===== src/rtl/itch_msg_sequencer_if.sv =====
// Feed-channel bundle between the ITCH word sources and the sequencer.
// A word moves on a cycle where i_ch_valid[c] and o_ch_ready[c] are both high.
// The source holds its valid, last and data stable until that cycle.
interface itch_msg_sequencer_if #(
  parameter int REG_WIDTH = 32,
  parameter int NUM_CH    = 2
) ();
  logic [NUM_CH-1:0]           i_ch_valid;
  logic [NUM_CH-1:0]           i_ch_last;
  logic [NUM_CH*REG_WIDTH-1:0] i_ch_data;
  logic [NUM_CH-1:0]           o_ch_ready;

  modport master (output i_ch_valid, output i_ch_last, output i_ch_data, input o_ch_ready);
  modport slave  (input i_ch_valid, input i_ch_last, input i_ch_data, output o_ch_ready);
endinterface


===== src/rtl/itch_msg_sequencer.sv =====
// Round-robin sequencer that loads 7-word ITCH add-order messages from the feed
// channels into the parser register bank, rejecting short, long and stalled messages.
module itch_msg_sequencer #(
  parameter int REG_WIDTH = 32,
  parameter int NUM_CH    = 2,
  parameter int NUM_WORDS = 7,
  parameter int TIMEOUT   = 64,
  localparam int GW       = (NUM_CH > 1) ? $clog2(NUM_CH) : 1
) (
  input  logic                 i_clk,
  input  logic                 i_rst,
  itch_msg_sequencer_if.slave  ch,
  output logic [REG_WIDTH-1:0] o_reg_1,
  output logic [REG_WIDTH-1:0] o_reg_2,
  output logic [REG_WIDTH-1:0] o_reg_3,
  output logic [REG_WIDTH-1:0] o_reg_4,
  output logic [REG_WIDTH-1:0] o_reg_5,
  output logic [REG_WIDTH-1:0] o_reg_6,
  output logic [REG_WIDTH-1:0] o_reg_7,
  output logic                 o_load_done,
  output logic                 o_parsed_valid,
  output logic [GW-1:0]        o_grant_ch,
  output logic                 o_busy,
  output logic                 o_err,
  output logic [1:0]           o_dbg_state
);
  localparam int CW = $clog2(NUM_WORDS);
  localparam int TW = $clog2(TIMEOUT + 1);

  typedef enum logic [1:0] {S_IDLE, S_LOAD, S_DRAIN, S_COMMIT} state_t;

  state_t               r_state, w_state_n;
  logic [GW-1:0]        r_grant, w_grant_n;
  logic [GW-1:0]        r_ptr, w_ptr_n;
  logic [CW-1:0]        r_cnt, w_cnt_n;
  logic [TW-1:0]        r_tmo, w_tmo_n;
  logic                 r_err, w_err_n;
  logic                 r_pv;
  logic                 w_wr;
  logic [REG_WIDTH-1:0] r_bank [NUM_WORDS];

  logic                 w_accepting;
  logic [NUM_CH-1:0]    w_ready;
  logic                 w_valid_g, w_last_g, w_xfer;
  logic [REG_WIDTH-1:0] w_data_g;
  logic                 w_found;
  logic [GW-1:0]        w_pick;

  // Ready is a pure decode of registered state so it never depends on valid.
  assign w_accepting = (r_state == S_LOAD) || (r_state == S_DRAIN);

  always_comb begin
    w_ready   = '0;
    w_valid_g = 1'b0;
    w_last_g  = 1'b0;
    w_data_g  = '0;
    for (int c = 0; c < NUM_CH; c++) begin
      if (r_grant == GW'(c)) begin
        w_ready[c] = w_accepting;
        w_valid_g  = ch.i_ch_valid[c];
        w_last_g   = ch.i_ch_last[c];
        w_data_g   = ch.i_ch_data[c*REG_WIDTH +: REG_WIDTH];
      end
    end
  end

  assign w_xfer = w_accepting & w_valid_g;

  // First valid channel strictly after the pointer, wrapping back to the pointer itself.
  always_comb begin
    w_found = 1'b0;
    w_pick  = '0;
    for (int i = 1; i <= NUM_CH; i++) begin
      for (int c = 0; c < NUM_CH; c++) begin
        if (!w_found && ch.i_ch_valid[c] && (((int'(r_ptr) + i) % NUM_CH) == c)) begin
          w_found = 1'b1;
          w_pick  = GW'(c);
        end
      end
    end
  end

  always_comb begin
    w_state_n = r_state;
    w_grant_n = r_grant;
    w_ptr_n   = r_ptr;
    w_cnt_n   = r_cnt;
    w_tmo_n   = r_tmo;
    w_err_n   = 1'b0;
    w_wr      = 1'b0;
    case (r_state)
      S_IDLE: begin
        if (w_found) begin
          w_grant_n = w_pick;
          w_ptr_n   = w_pick;
          w_cnt_n   = '0;
          w_tmo_n   = '0;
          w_state_n = S_LOAD;
        end
      end
      S_LOAD: begin
        if (w_xfer) begin
          w_wr    = 1'b1;
          w_cnt_n = r_cnt + 1'b1;
          w_tmo_n = '0;
          if (w_last_g) begin
            if (r_cnt == CW'(NUM_WORDS - 1)) begin
              w_state_n = S_COMMIT;
            end else begin
              w_err_n   = 1'b1;
              w_state_n = S_IDLE;
            end
          end else if (r_cnt == CW'(NUM_WORDS - 1)) begin
            w_err_n   = 1'b1;
            w_state_n = S_DRAIN;
          end
        end else if (r_tmo == TW'(TIMEOUT - 1)) begin
          w_err_n   = 1'b1;
          w_state_n = S_IDLE;
        end else begin
          w_tmo_n = r_tmo + 1'b1;
        end
      end
      S_DRAIN: begin
        if (w_xfer && w_last_g) w_state_n = S_IDLE;
      end
      S_COMMIT: begin
        w_state_n = S_IDLE;
      end
      default: w_state_n = S_IDLE;
    endcase
  end

  always_ff @(posedge i_clk) begin
    if (i_rst) begin
      r_state <= S_IDLE;
      r_grant <= '0;
      r_ptr   <= GW'(NUM_CH - 1);
      r_cnt   <= '0;
      r_tmo   <= '0;
      r_err   <= 1'b0;
      r_pv    <= 1'b0;
      for (int k = 0; k < NUM_WORDS; k++) r_bank[k] <= '0;
    end else begin
      r_state <= w_state_n;
      r_grant <= w_grant_n;
      r_ptr   <= w_ptr_n;
      r_cnt   <= w_cnt_n;
      r_tmo   <= w_tmo_n;
      r_err   <= w_err_n;
      r_pv    <= (r_state == S_COMMIT);
      if (w_wr) r_bank[r_cnt] <= w_data_g;
    end
  end

  assign ch.o_ch_ready    = w_ready;
  assign o_reg_1          = r_bank[0];
  assign o_reg_2          = r_bank[1];
  assign o_reg_3          = r_bank[2];
  assign o_reg_4          = r_bank[3];
  assign o_reg_5          = r_bank[4];
  assign o_reg_6          = r_bank[5];
  assign o_reg_7          = r_bank[6];
  assign o_load_done      = (r_state == S_COMMIT);
  assign o_parsed_valid   = r_pv;
  assign o_grant_ch       = r_grant;
  assign o_busy           = (r_state != S_IDLE);
  assign o_err            = r_err;
  assign o_dbg_state      = r_state;
endmodule


===== src/flat_wrapper.sv =====
// flat-port wrapper written by rule: the top's interface ports become plain ports
module itch_msg_sequencer_flat 
#(
  parameter int REG_WIDTH = 32,
  parameter int NUM_CH    = 2,
  parameter int NUM_WORDS = 7,
  parameter int TIMEOUT   = 64,
  localparam int GW       = (NUM_CH > 1) ? $clog2(NUM_CH) : 1
)
  (i_clk, i_rst, o_reg_1, o_reg_2, o_reg_3, o_reg_4, o_reg_5, o_reg_6, o_reg_7, o_load_done, o_parsed_valid, o_grant_ch, o_busy, o_err, o_dbg_state, ch_i_ch_valid, ch_i_ch_last, ch_i_ch_data, ch_o_ch_ready);
  itch_msg_sequencer_if #(.REG_WIDTH(REG_WIDTH), .NUM_CH(NUM_CH)) ch_i ();
  input  logic i_clk;
  input  logic i_rst;
  output logic [REG_WIDTH-1:0] o_reg_1;
  output logic [REG_WIDTH-1:0] o_reg_2;
  output logic [REG_WIDTH-1:0] o_reg_3;
  output logic [REG_WIDTH-1:0] o_reg_4;
  output logic [REG_WIDTH-1:0] o_reg_5;
  output logic [REG_WIDTH-1:0] o_reg_6;
  output logic [REG_WIDTH-1:0] o_reg_7;
  output logic o_load_done;
  output logic o_parsed_valid;
  output logic [GW-1:0] o_grant_ch;
  output logic o_busy;
  output logic o_err;
  output logic [1:0] o_dbg_state;
  input wire logic [$bits(ch_i.i_ch_valid)-1:0] ch_i_ch_valid;
  input wire logic [$bits(ch_i.i_ch_last)-1:0] ch_i_ch_last;
  input wire logic [$bits(ch_i.i_ch_data)-1:0] ch_i_ch_data;
  output wire logic [$bits(ch_i.o_ch_ready)-1:0] ch_o_ch_ready;
  assign ch_i.i_ch_valid = ch_i_ch_valid;
  assign ch_i.i_ch_last = ch_i_ch_last;
  assign ch_i.i_ch_data = ch_i_ch_data;
  assign ch_o_ch_ready = ch_i.o_ch_ready;
  itch_msg_sequencer #(.REG_WIDTH(REG_WIDTH), .NUM_CH(NUM_CH), .NUM_WORDS(NUM_WORDS), .TIMEOUT(TIMEOUT)) u_core (.i_clk(i_clk), .i_rst(i_rst), .ch(ch_i), .o_reg_1(o_reg_1), .o_reg_2(o_reg_2), .o_reg_3(o_reg_3), .o_reg_4(o_reg_4), .o_reg_5(o_reg_5), .o_reg_6(o_reg_6), .o_reg_7(o_reg_7), .o_load_done(o_load_done), .o_parsed_valid(o_parsed_valid), .o_grant_ch(o_grant_ch), .o_busy(o_busy), .o_err(o_err), .o_dbg_state(o_dbg_state));
endmodule

===== config.mk =====
export PLATFORM = sky130hd
export DESIGN_NAME = itch_msg_sequencer_flat
export DESIGN_NICKNAME = d
export VERILOG_FILES = /design/src/rtl/itch_msg_sequencer_if.sv /design/src/rtl/itch_msg_sequencer.sv /design/src/flat_wrapper.sv
export SDC_FILE = /design/constraint.sdc
export NUM_CORES = 1
export LEC_CHECK = 0
export ABC_AREA = 1
export CORE_ASPECT_RATIO = 1.2
export CORE_UTILIZATION = 40
export DETAILED_ROUTE_END_ITERATION = 10
export PLACE_DENSITY = 0.71
export SLEW_MARGIN = 10
export SYNTH_ARGS = -nofsm -noshare
export SYNTH_HDL_FRONTEND = slang
export SYNTH_SLANG_ARGS = --single-unit

===== constraint.sdc =====
create_clock -name i_clk -period 7 [get_ports i_clk]
set_input_delay 1.4 -clock i_clk [delete_from_list [all_inputs] [get_ports i_clk]]
set_output_delay 1.4 -clock i_clk [all_outputs]
set_load 0.02 [all_outputs]

==> flow_summary.toml, run 1 <==
[critical_path]
worst_path_max_delay_cell = "clkdlybuf4s50_1"
crit_family = "simple AND/OR/NAND/NOR gates"
r2r_slack_ps = 3770
crit_path_max_incr_delay_ps = 720
crit_type = "in -> reg"
critPathLaunchType = "input pin"
rr_startpoint = "u_core.o_grant_ch"
critPathMaxFanout = 33
worstPathRequired_ps = 7030
end_kind = "flip-flop"
r2r.worst_path.cells = 9
path_buf_inv = 2
path_cells = "clkdlybuf4s50_1, nor2_2, nand2_4, nor3_2, nand2_1, buf_4, nand2_2"
cp.arrival_ps = 3690
r2r-end = "u_core.r_bank[2][19]"

[clocking]
clkSlewWorstSetupHoldPaths_ps = 60
cts-resized-gates = 0
clock_path_buffers = 3
clk-insertion-delay-late_ps = 490
clock_sinks = 240
root_buffer = "clkbuf_16"
cts_max_level = 1
cts_inserted_buffers = 23
holdBufCountCts = 0
postCtsSetupRepairBufs = 0
cts_tree = "built"

[sta]
rsz0062_at_grt = "no"
fmax_mhz = 273
setup_violations = 0
slew_viol_final = 0
fin_crit_ps = 3660
relSlewSlack = 0.396
setup_tns_ps = 0
finClkSkew_ps = 9.85
fin_crit_sh = 0.523
tightest_slew_ps = 903
finalHoldViolCount = 0

[logic_synthesis]
yosys.area.top_type = "edfxtp_1"
synth-seq-area-share = 0.701
synth_cell_types = 29
yosysTopAreaCellShare = 0.601
syn-instance-count = 931
netlist_top_cells_area = "edfxtp_1, nor2_1, dfxtp_1"
syn_nets = 1010
yosys_warnings = 0
avgSynthCellArea_um2 = 10.3
syn-cell-area_um2 = 9590
ys_ff_latch = 240

[final_layout]
finalNonFillerCells = 1560
n_antenna_cell = 0
drive_above_1_share = 0.0442
syn_to_final_growth_pct = 42.1
fin_nets = 1310

[grt]
grtUsageMet2 = 0.374
busiest_layer = "met2"
grt_max_degree = 65
globalRouteMet1Util = 0.251
grt_first_pass_wirelength_um = 38500
use_met3 = 0.0287
overflow = 0
grt_pass1_vias = 6594
grtUsageTotal = 0.211
antenna_found_initial = 0

[worst_hold_path]
whs_path_depth = 2
holdCritPathClass = "reg -> reg"
worstHoldStart = "u_core.r_tmo[6]"
min_to = "u_core.r_tmo[6]"

[route]
ant_nets = 0
vias_per_cell = 4.60
route.detailed.wl_per_inst_um = 17.0
wl_um = 26500
drc = 0
vias = 7180
drt_pre_antenna_iters = 6
drtIter0Drc = 508

[power_and_ir_drop]
p_leak_nw = 5.38
irDropWorstVdd_mv = 0.168
powerDensity_nw_per_um2 = 264

[placement]
portBuffers = 302
hpwl_um = 19600
placedCellCount = 1521
gp_congestion = 0.829

[die]
die_area_um2 = 24600
ios = 303
num_rows = 61
die_w_um = 143
coreArea_um2 = 23400
fp.dieH_um = 172
start_util = 0.411

[flow_run]
drv_cap = 0

[status]
status = "finished, final reports clean"
[through the flow]
stage | hold WS [ps] | util | instance area [um^2] | total power, W | worst slack [ps]
after floorplan | 422 | - | 9590 | 0.00211 | 3580
after global placement | 437 | 0.553 | 12900 | 0.00243 | 2530
after detailed placement | 446 | 0.553 | 12900 | 0.00244 | 2420
after CTS | 456 | 0.583 | 13600 | 0.00362 | 2950
after global routing | 494 | 0.584 | 13600 | 0.00374 | 3080
final | 458 | 0.584 | 13600 | 0.00359 | 3340
[area by class of cell]
cell class	count	area [um^2]
fill	1960	9730
sequential	240	6730
timing repair buffer	312	3100
multi-input combinational	514	2170
clock buffer	33	633
inverter	140	526
tap	315	394
clock inverter	6	80.1
[cell usage in the layout (no fill, tap or decap), drive strengths merged, types with 5 or more instances in the layout]
master	synthesis	final
ha	9	9
nand2	166	166
nand3	16	16
inv	139	139
edfxtp	192	192
nor3	5	5
nor2	270	270
buf	30	10
o21ai	33	33
clkbuf	7	33
a21oi	8	8
clkdlybuf4s50	0	302
dfxtp	48	48
[logic make-up (layout without fill, tap and decap cells)]
| group | Yosys count | after routing | share of synthesized area |
|---|---|---|---|
| compound gates | 45 | 45 | 0.0245 |
| fa+ha+maj | 9 | 9 | 0.0117 |
| buf+inv | 177 | 491 | 0.0732 |
| flops | 240 | 240 | 0.701 |
| simple gates | 460 | 460 | 0.189 |
[per-layer routing]
metal | up-vias | part of all wire
met1 | 3316 | 0.38
met3 | 61 | 0.062
met2 | 287 | 0.51
met5 | - | 0
li1 | 3516 | -
met4 | 0 | 0.047
[power breakdown]
group | switching (W) | internal, W | leakage [nW]
Combinational | 0.000469 | 0.000262 | 2.67
Clock | 0.000489 | 0.000698 | 0.339
Sequential | 0.0000466 | 0.00163 | 2.37
[tightest hold or removal path, delay by kind of cell (launching register included)]
kind	cells	cell delay (ps)
compound gates	1	50
buf+inv	1	60
flops	1	300
[state kept, by name (all words and copies together) (netlist names)]
| name | flops |
|---|---|
| u_core.r_cnt | 3 |
| u_core.o_err | 1 |
| u_core.o_dbg_state | 2 |
| u_core.r_tmo | 7 |
| u_core.r_ptr | 1 |
| u_core.o_parsed_valid | 1 |
| u_core.o_grant_ch | 1 |
| u_core.r_bank | 224 |
[cell usage after synthesis, drive strengths merged]
cell type,n
nor3,5
a211oi,1
o21ai,33
inv,139
clkinv,1
a41oi,1
buf,30
edfxtp,192
o21bai,1
nand4,1
a31oi,1
nor2,270
or2,1
clkbuf,7
nand3b,1
nand2,166
dfxtp,48
nand3,16
ha,9
a21oi,8
[how the worst max path moves through the flow]
stage	startpoint	end	slack, ps	cells after the start
global route	i_rst	u_core.r_bank[4][13]	3080	6
finish	i_rst	u_core.r_bank[2][19]	3340	7
CTS	i_rst	u_core.r_bank[4][10]	2950	6
global placement	i_rst	u_core.r_bank[4][3]	2530	6
detailed placement	i_rst	u_core.r_bank[4][4]	2420	6
floorplan	i_rst	u_core.r_bank[4][0]	3580	8
(Power assumes the default switching activity.)
==> run 2: changes to the inputs <==
- PLACE_DENSITY: 0.71 -> 0.73
- clock period: 7 -> 3.2 ns (I/O delays scaled with it)
==> flow_summary.toml, run 2 (same netlist as run 1, synthesis figures left out) <==
[critical_path]
critPathLaunch = "u_core.o_grant_ch"
end_kind = "primary output"
rr_startpoint = "u_core.o_grant_ch"
crit_type = "reg -> out"
critPathMaxFanout = 32
worstPathRequired_ps = 2560
cp.arrival_ps = 2230
critPathLaunchType = "flip-flop"

[clocking]
clock_sinks = 240
cts-resized-gates = 0
cts_inserted_buffers = 24
clock_path_buffers = 3
cts_tree = "built"
postCtsSetupRepairBufs = 0
holdBufCountCts = 0
cts_max_level = 1
root_buffer = "clkbuf_16"
clkSlewWorstSetupHoldPaths_ps = 70
clk-insertion-delay-late_ps = 510

[power_and_ir_drop]
total_power_w = 0.00804
pwr-share-clk = 0.344
switching_share = 0.281
pwr-share-seq = 0.458
internal_power_w = 0.00578
p_comb_frac = 0.197
switching_power_w = 0.00226
powerDensity_nw_per_um2 = 583
p_leak_nw = 5.48
irDropWorstVdd_mv = 0.410

[final_layout]
layout_commonest_cell = "clkdlybuf4s50_1"
largest_reg_flops = 224
syn_to_final_growth_pct = 43.7
fin_area_um2 = 13800
fin_nets = 1320
reg_top3 = "u_core.r_bank x224, u_core.r_tmo x7, u_core.r_cnt x3"
n_antenna_cell = 0
regMostFlops = "u_core.r_bank"
final_cell_mix = "clkdlybuf4s50_1, nor2_1, edfxtp_1, nand2_1, inv_1"
drive_above_1_share = 0.0549

[placement]
gp_congestion = 0.862
portBuffers = 302
dpl_cell_area_um2 = 13000
hpwl_um = 19600
pre_cts_ws_ps = 427

[sta]
postLayoutSetupSlackWorst_ps = 332
fin_crit_sh = 0.896
setup_tns_ps = 0
fin_crit_ps = 2870
tightest_slew_ps = 537
finClkSkew_ps = 9.76
fmax_mhz = 349
slew_viol_final = 0
finalHoldViolCount = 0
relSlewSlack = 0.638
rsz0062_at_grt = "no"
setup_violations = 0

[flow_run]
drv_cap = 0

[grt]
grt_max_degree = 35
antenna_found_initial = 0
grt_first_pass_wirelength_um = 38600
grt_pass1_vias = 6829
grtUsageTotal = 0.212
overflow = 0

[route]
wl_um = 26300
ant_nets = 0
drc = 0
drtIter0Drc = 511
route.detailed.wl_per_inst_um = 16.7
vias_per_cell = 4.63
vias = 7274
drt_pre_antenna_iters = 5

[die]
die_area_um2 = 24600
die_w_um = 143
ios = 303
coreArea_um2 = 23400
start_util = 0.411
fp.dieH_um = 172
num_rows = 61

[worst_hold_path]
holdCritPathClass = "reg -> reg"
worstHoldStart = "u_core.r_tmo[6]"

[status]
status = "finished, final reports clean"
[run 2: cell count changes in the layout (fill, tap and decap cells not counted)]
cell	before	now
buf_12	0	2
buf_4	10	17
clkbuf_1	8	3
clkbuf_16	23	25
clkinv_1	3	4
clkinv_2	0	3
clkinv_4	0	2
clkinvlp_2	1	0
inv_6	0	1
nand2_1	161	163
nand2_2	3	1
[run 2: final timing paths]
kind / slack (ps) / endpoint / cells past startpoint
setup / recovery: 330 / o_grant_ch / 2
hold / removal: 460 / u_core.r_tmo[6] / 2
setup reg to reg: 670 / u_core.r_bank[3][3] / 9
hold reg to reg: 460 / u_core.r_tmo[6] / 2
[run 2: power by group through the flow]
stage               sequential [W]  combinational (W)  clock [W]
CTS                        0.00369            0.00160    0.00282
finish                     0.00368            0.00159    0.00277
floorplan                  0.00390           0.000721          0
detailed placement         0.00375            0.00159          0
global route               0.00370            0.00173    0.00293
global placement           0.00375            0.00157          0
[run 2: through the flow]
stage	hold WS [ps]	cells	utilization
2_1_floorplan	422	931	-
3_3_place_gp	438	1530	0.557
3_5_place_dp	446	1530	0.557
4_1_cts	456	1572	0.590
5_1_grt	476	1572	0.590
6_report	457	1572	0.590
[run 2: layer usage]
metal | global-route usage | part of all wire
met5 | 0 | 0
met4 | 0.115 | 0.054
met3 | 0.0320 | 0.060
met2 | 0.377 | 0.51
met1 | 0.243 | 0.37
[run 2: cell type report]
type,count,area [um^2]
Fill cell,1942,9570
Timing Repair Buffer,321,3190
Clock inverter,12,120
Inverter,140,526
Clock buffer,30,664
Tap cell,315,394
Sequential cell,240,6730
Multi-Input combinational cell,514,2160
[run 2: critical path: stages (launching register included)]
cell and delay (ps):
dfxtp_2 660, buf_4 390, clkdlybuf4s50_1 670
